$ cat src/rtl/mpf_vtp_ooo_pkg.sv
`default_nettype none
// ============================================================================
// Module : mpf_vtp_ooo_pkg
// Brief  : Shared types and helpers for the out-of-order VTP translation channel.
// Rev    : 1.0 - initial release
// ============================================================================
package mpf_vtp_ooo_pkg;

    // Per-entry status bits. Payload fields are held in separate arrays so
    // that their widths can follow the module parameters.
    typedef struct packed {
        logic is_sop;
        logic needs_xlate;
        logic issued;
        logic done;
        logic error;
    } t_ooo_entry;

    // Wide enough for any supported ring depth; modules narrow it locally.
    typedef logic [7:0] t_ooo_idx;

    function automatic int ooo_clog2(input int n);
        int r;
        r = 0;
        for (int i = 0; i < 31; i++) begin
            if ((1 << i) < n) r = i + 1;
        end
        return r;
    endfunction

endpackage
`default_nettype wire

$ cat src/rtl/ofs_plat_prim_burstcount_sop_tracker.sv
`default_nettype none
// ============================================================================
// Module : ofs_plat_prim_burstcount_sop_tracker
// Brief  : Flags start-of-packet flits from the burstcount of accepted flits.
// Rev    : 1.0 - initial release
// ============================================================================
module ofs_plat_prim_burstcount_sop_tracker #(
    parameter int BURST_CNT_WIDTH = 7
) (
    input  logic                       clk,
    input  logic                       reset,
    input  logic                       flit_valid,
    input  logic [BURST_CNT_WIDTH-1:0] burstcount,
    output logic                       sop
);

    logic [BURST_CNT_WIDTH-1:0] r_remain;

    assign sop = (r_remain == '0);

    // A zero burstcount is treated as a single-flit burst.
    always_ff @(posedge clk or posedge reset) begin
        if (reset) begin
            r_remain <= '0;
        end else if (flit_valid) begin
            if (sop) begin
                r_remain <= (burstcount > BURST_CNT_WIDTH'(1)) ?
                            burstcount - BURST_CNT_WIDTH'(1) : '0;
            end else begin
                r_remain <= r_remain - BURST_CNT_WIDTH'(1);
            end
        end
    end

endmodule
`default_nettype wire

$ cat src/rtl/mpf_vtp_translate_ooo_chan.sv
`default_nettype none
// ============================================================================
// Module : mpf_vtp_translate_ooo_chan
// Brief  : Ring-buffered VA->PA translation with out-of-order lookups and
//          in-order release of Avalon-style request flits.
// Rev    : 1.0 - initial release
// ============================================================================
module mpf_vtp_translate_ooo_chan
    import mpf_vtp_ooo_pkg::*;
#(
    parameter int ADDR_WIDTH      = 42,
    parameter int BURST_CNT_WIDTH = 7,
    parameter int N_OPAQUE_BITS   = 16,
    parameter int DEPTH           = 16,
    parameter int FAIL_ON_ERROR   = 1,
    parameter int ERR_CNT_WIDTH   = 16,
    localparam int IDX_W          = ooo_clog2(DEPTH)
) (
    input  logic                       clk,
    input  logic                       reset,
    input  logic                       req_valid,
    output logic                       req_waitrequest,
    input  logic [ADDR_WIDTH-1:0]      req_addr,
    input  logic                       req_is_virtual,
    input  logic [BURST_CNT_WIDTH-1:0] req_burstcount,
    input  logic [N_OPAQUE_BITS-1:0]   req_opaque,
    output logic                       vtp_req_valid,
    input  logic                       vtp_req_ready,
    output logic [ADDR_WIDTH-1:0]      vtp_req_addr,
    output logic [IDX_W-1:0]           vtp_req_tag,
    output logic                       vtp_req_speculative,
    input  logic                       vtp_rsp_valid,
    input  logic [IDX_W-1:0]           vtp_rsp_tag,
    input  logic [ADDR_WIDTH-1:0]      vtp_rsp_addr,
    input  logic                       vtp_rsp_error,
    output logic                       out_valid,
    input  logic                       out_waitrequest,
    output logic [ADDR_WIDTH-1:0]      out_addr,
    output logic [BURST_CNT_WIDTH-1:0] out_burstcount,
    output logic [N_OPAQUE_BITS-1:0]   out_opaque,
    output logic                       error_pulse,
    output logic                       error_stuck,
    output logic [ERR_CNT_WIDTH-1:0]   error_count,
    output logic [IDX_W:0]             in_flight
);

    t_ooo_entry                 r_flags [DEPTH];
    logic [ADDR_WIDTH-1:0]      r_addr  [DEPTH];
    logic [BURST_CNT_WIDTH-1:0] r_bcnt  [DEPTH];
    logic [N_OPAQUE_BITS-1:0]   r_opq   [DEPTH];

    logic [IDX_W-1:0]           r_alloc, r_issue, r_head;
    logic [IDX_W:0]             r_in_flight, r_unissued;
    logic [ADDR_WIDTH-1:0]      r_lat_addr;
    logic                       r_lat_err;
    logic                       r_stuck, r_err_pulse;
    logic [ERR_CNT_WIDTH-1:0]   r_err_cnt;

    logic                       w_sop, w_enq, w_enq_xlate;
    logic                       w_issue_pend, w_issue_adv, w_rsp_hit;
    logic                       w_head_valid, w_head_sop, w_cur_err, w_deq, w_err_evt;
    logic [ADDR_WIDTH-1:0]      w_cur_addr;

    ofs_plat_prim_burstcount_sop_tracker #(
        .BURST_CNT_WIDTH (BURST_CNT_WIDTH)
    ) u_sop (
        .clk        (clk),
        .reset      (reset),
        .flit_valid (w_enq),
        .burstcount (req_burstcount),
        .sop        (w_sop)
    );

    assign req_waitrequest = (r_in_flight == (IDX_W+1)'(DEPTH));
    assign w_enq           = req_valid && !req_waitrequest;
    assign w_enq_xlate     = w_sop && req_is_virtual;

    // Only issued-but-incomplete entries accept a response; stale tags fall through.
    assign w_issue_pend = (r_unissued != '0);
    assign w_issue_adv  = w_issue_pend && (!r_flags[r_issue].needs_xlate || vtp_req_ready);
    assign w_rsp_hit    = vtp_rsp_valid && r_flags[vtp_rsp_tag].issued && !r_flags[vtp_rsp_tag].done;

    assign w_head_valid = (r_in_flight != '0) && r_flags[r_head].done;
    assign w_head_sop   = r_flags[r_head].is_sop;
    assign w_cur_addr   = w_head_sop ? r_addr[r_head] : r_lat_addr;
    assign w_cur_err    = w_head_sop ? r_flags[r_head].error : r_lat_err;
    assign w_deq        = w_head_valid && (w_cur_err ? (FAIL_ON_ERROR == 0) : !out_waitrequest);
    assign w_err_evt    = w_head_valid && w_cur_err && w_head_sop && !r_stuck;

    assign vtp_req_valid       = w_issue_pend && r_flags[r_issue].needs_xlate;
    assign vtp_req_addr        = vtp_req_valid ? r_addr[r_issue] : '0;
    assign vtp_req_tag         = r_issue;
    assign vtp_req_speculative = (FAIL_ON_ERROR == 0);

    assign out_valid      = w_head_valid && !w_cur_err;
    assign out_addr       = w_head_valid ? w_cur_addr : '0;
    assign out_burstcount = w_head_valid ? r_bcnt[r_head] : '0;
    assign out_opaque     = w_head_valid ? r_opq[r_head] : '0;
    assign error_pulse    = r_err_pulse;
    assign error_stuck    = r_stuck;
    assign error_count    = r_err_cnt;
    assign in_flight      = r_in_flight;

    always_ff @(posedge clk or posedge reset) begin
        if (reset) begin
            for (int i = 0; i < DEPTH; i++) r_flags[i] <= '0;
            r_alloc     <= '0;
            r_issue     <= '0;
            r_head      <= '0;
            r_in_flight <= '0;
            r_unissued  <= '0;
            r_lat_addr  <= '0;
            r_lat_err   <= 1'b0;
            r_stuck     <= 1'b0;
            r_err_pulse <= 1'b0;
            r_err_cnt   <= '0;
        end else begin
            if (w_enq) begin
                r_flags[r_alloc] <= '{is_sop: w_sop, needs_xlate: w_enq_xlate,
                                      issued: 1'b0, done: !w_enq_xlate, error: 1'b0};
                r_alloc <= r_alloc + IDX_W'(1);
            end
            if (w_issue_adv) begin
                if (r_flags[r_issue].needs_xlate) r_flags[r_issue].issued <= 1'b1;
                r_issue <= r_issue + IDX_W'(1);
            end
            if (w_rsp_hit) begin
                r_flags[vtp_rsp_tag].done  <= 1'b1;
                r_flags[vtp_rsp_tag].error <= vtp_rsp_error;
            end
            if (w_head_valid && w_head_sop) begin
                r_lat_addr <= r_addr[r_head];
                r_lat_err  <= r_flags[r_head].error;
            end
            if (w_deq) r_head <= r_head + IDX_W'(1);

            r_in_flight <= r_in_flight + (IDX_W+1)'(w_enq) - (IDX_W+1)'(w_deq);
            r_unissued  <= r_unissued + (IDX_W+1)'(w_enq) - (IDX_W+1)'(w_issue_adv);

            r_err_pulse <= w_err_evt;
            if (w_err_evt && (FAIL_ON_ERROR != 0)) r_stuck <= 1'b1;
            if (w_err_evt && (r_err_cnt != '1)) r_err_cnt <= r_err_cnt + ERR_CNT_WIDTH'(1);
        end
    end

    // Payload storage carries no reset; validity is governed by the flags.
    always_ff @(posedge clk) begin
        if (w_enq) begin
            r_addr[r_alloc] <= req_addr;
            r_bcnt[r_alloc] <= req_burstcount;
            r_opq[r_alloc]  <= req_opaque;
        end
        if (w_rsp_hit) r_addr[vtp_rsp_tag] <= vtp_rsp_addr;
    end

endmodule
`default_nettype wire

$ cat config.mk
export PLATFORM = sky130hd
export DESIGN_NAME = mpf_vtp_translate_ooo_chan
export DESIGN_NICKNAME = d
export VERILOG_FILES = /design/src/rtl/mpf_vtp_ooo_pkg.sv /design/src/rtl/ofs_plat_prim_burstcount_sop_tracker.sv /design/src/rtl/mpf_vtp_translate_ooo_chan.sv
export SDC_FILE = /design/constraint.sdc
export NUM_CORES = 2
export LEC_CHECK = 0
export ABC_CLOCK_PERIOD_IN_PS = 6900
export CAP_MARGIN = 20
export CORE_ASPECT_RATIO = 0.6
export CORE_MARGIN = 2
export CORE_UTILIZATION = 60
export CTS_CLUSTER_DIAMETER = 30
export CTS_CLUSTER_SIZE = 40
export DETAILED_ROUTE_END_ITERATION = 7
export GPL_ROUTABILITY_DRIVEN = 0
export PLACE_DENSITY = 0.86
export SKIP_LAST_GASP = 1
export SLEW_MARGIN = 20
export SYNTH_ARGS = -nofsm -noshare
export SYNTH_HDL_FRONTEND = slang
export SYNTH_SLANG_ARGS = --single-unit
$ cat constraint.sdc
create_clock -name clk -period 6.9 [get_ports clk]
set_clock_uncertainty 0.05 [all_clocks]
set_input_delay 1.38 -clock clk [delete_from_list [all_inputs] [get_ports clk]]
set_output_delay 1.38 -clock clk [all_outputs]
set_load 0.01 [all_outputs]
==> run summary <==
Status -> finished clean
Worst path buffer plus inverter count -> 2
Clock transition at path regs -> 0.05 ns
Met2 Usage GRT -> 0.497
Adder-Cell Fraction of Synth Area -> 0.00572
GRT Resource Usage Total -> 0.337
Core area -> 102000 µm²
Final core occ -> 0.694
1st-iter DRT viols -> 5956
Placed instance area -> 65300 µm²
Mux cell area share after synthesis -> 0.329
Syn_area_per_cell -> 16.8 µm²
Starting Density -> 0.602
Commonest non-fill, non-tap cell in the layout -> edfxtp_1
Largest area contributor in the netlist -> edfxtp_1
Number of synthesized flops with an enable pin -> 1040
Worst Setup End Kind -> primary output
Max Buffers Root-to-Sink -> 3
Largest net degree at the start of global routing -> 148
Most frequent cells in the layout -> edfxtp_1 (1040), mux2_2 (732), mux4_2 (467)
Achievable Freq -> 164 MHz
Synth Area in Simple Gates -> 0.0334
Most used DFF post-synth -> edfxtp_1
Slowest cell on the critical path -> dfrtp_4
Initial antenna violation count -> 17
Xor and xnor area share after synthesis -> 0.00511
Met1 usage -> 0.477
Synth async-reset ratio -> 0.140
CP startpoint kind -> flip-flop
Slew @ Worst Pin -> 1.20 ns
MaxCap Viol Count -> 0
Worst rel slew slack -> 0.201
Max IR drop VDD -> 0.000393 V
Cell Area, Synth -> 61700 µm²
WP data arrival -> 4.68 ns
Num ports -> 257
Pwr Density -> 403 nW/µm²
Drt pass-1 iters -> 6
Static Leak -> 24.1 nW
Final worst path period need -> 6.11 ns
Design Power -> 28.7 mW
Post-synth net total -> 3820
Setup_tns -> 0 ns
Post-synth top area share -> 0.506
Sequential element share of the synthesized area -> 0.575
Antenna Nets Post-Route -> 0
Htree depth -> 4
DR DRC count -> 0
Hold Violations, Final -> 0
First-pass GRT wire length -> 258000 µm
Main combinational cell family by area after synthesis -> multiplexers
Area Growth Syn to Fin -> 15.2%
Final instance area -> 71000 µm²
Worst Slack Setup Final -> 0.789 ns
Complex-gate fraction of the synthesized area -> 0.0253
Ys Warns -> 0
Top delay family on crit path -> buffers and inverters
Core Rows -> 91
Chip Width -> 418 µm
Fin nets -> 3965
GR Util met3 -> 0.0989
Die span in y -> 252 µm
DIE AREA -> 105000 µm²
I/O Buffers -> 255
RSZ-0062 raised after global routing -> false
CTS tree -> done
Hold Buf Count CTS -> 0
Via Count -> 38.5k
Crit Path Class -> flip-flop to primary output
Worst-path maximum fanout -> 34
CP cell instances -> mux4_2 -> a22oi_1 -> nand3_4 -> buf_4 -> mux2i_1 -> nor2_1 -> clkdlybuf4s50_1
Total Wirelength -> 177000 µm
Vias per Instance -> 7.23
Flops & latches, synth -> 1210
Grt total ovfl -> 0
Cts repair resizes -> 0
Worst-Skew Late Latency -> 0.78 ns
Post-CTS setup repair buffer count -> 0
Clk root buf -> clkbuf_16
Final period utilization -> 0.886
Largest cells by area after synthesis -> edfxtp_1 (51%), mux4_2 (17%), mux2_2 (13%), dfrtp_1 (6.9%), mux2i_1 (2.4%)
Routed len/inst -> 33.3 µm
Hpwl dp -> 95000 µm
Vias in the first global route -> 38.2k
Clock sink count -> 1210
Setup violators final -> 0
CTS Buf Count -> 162
Pre-CTS setup slack -> 1.47 ns
HP Class -> flip-flop to flip-flop
Max stage delay on crit path -> 0.89 ns
Worst EP required -> 5.47 ns
Netlist cell types -> 62
Mapped Cells -> 3674
GRT Max-Usage Layer -> met2
Layout cells sized above 1 -> 0.404
Final Slew Violations -> 0
[worst register-to-register path, stage by stage, from the launching register on]
cell     delay [ns]
dfrtp_4        0.89
mux4_2         0.63
a22oi_1        0.31
nand3_4        0.75
mux2_4         0.64
or3_4          0.37
inv_1          0.08
ha_1           0.15
inv_1          0.04
ha_1           0.21
fa_1           0.44
a21oi_1        0.16
nor2_1         0.06
nor2_1         0.11
xnor2_1        0.12
[stage by stage]
| step | hold WS [ns] | instances |
|---|---|---|
| finish | 0.433 | 5319 |
| global route | 0.462 | 5317 |
| CTS | 0.433 | 5304 |
| detailed placement | 0.421 | 5002 |
| global placement | 0.405 | 5002 |
| floorplan | 0.392 | 3674 |
[cell type report]
cell class,count,area [µm²]
antenna,14,35.0
fill,6155,31300
timing repair buffer,319,3120
clock inverter,118,1280
sequential,1210,35500
inverter,59,229
clock buffer,184,4400
tap,1348,1690
multi-input combinational,2067,24800
[final timing paths]
check | from | end | slack (ns) | cells past startpoint
setup / recovery | r_head[0] | out_addr[34] | 0.79 | 7
hold / removal | flip-flop | flip-flop | 0.43 | 2
setup reg to reg | r_head[0] | in_flight[4] | 1.80 | 14
hold reg to reg | flip-flop | flip-flop | 0.43 | 2
max in group asynchronous | reset | asynchronous set/reset pin | 4.40 | 3
min in group asynchronous | reset | error_count[11] | 1.07 | 2
[power breakdown]
group / internal (mW) / switching (mW) / leakage (nW)
Combinational: 4.89 / 5.26 / 9.77
Clock: 5.25 / 3.50 / 2.76
Sequential: 8.91 / 0.845 / 11.6
Total: 19.0 / 9.61 / 24.1
[sequential cells by signal, summed over array words and instances, names as in the netlist, named ones only]
name,count
error_stuck,1
in_flight,5
r_opq,256
r_flags,48
error_pulse,1
r_lat_err,1
r_addr,672
r_bcnt,112
r_head,4
r_lat_addr,42
r_alloc,4
vtp_req_tag,4
error_count,16
r_unissued,5
u_sop.r_remain,7
[cells in the mapped netlist (11+ instances only)]
master / n
o21ai_0: 72
nand2b_1: 11
edfxtp_1: 1040
mux4_2: 467
buf_2: 74
buf_1: 36
inv_1: 59
a21oi_1: 41
mux2i_1: 147
nand2_1: 97
ha_1: 25
dfrtp_1: 170
xnor2_1: 18
nand3_1: 34
xor2_1: 18
mux2_2: 732
o221ai_1: 19
nor2b_1: 91
o22ai_1: 17
nor2_1: 125
a211oi_1: 51
clkbuf_1: 218
[logic make-up (layout without fill, tap and decap cells)]
family | after synthesis | in the layout
and+or+nand+nor | 416 | 416
DFF | 1210 | 1210
other | 1 | 15
adders and majority gates | 27 | 27
xor gates and xnor gates | 36 | 36
muxes | 1348 | 1348
AOI/OAI and AO/OA | 239 | 239
buffers and inverters | 397 | 680
[layer usage]
metal,vias to the layer above,wire length (µm)
li1,15100,-
met1,19700,65100
met2,3212,80500
met3,450,24800
met4,4,6870
met5,-,14
Power figures use the tool's default switching activity.
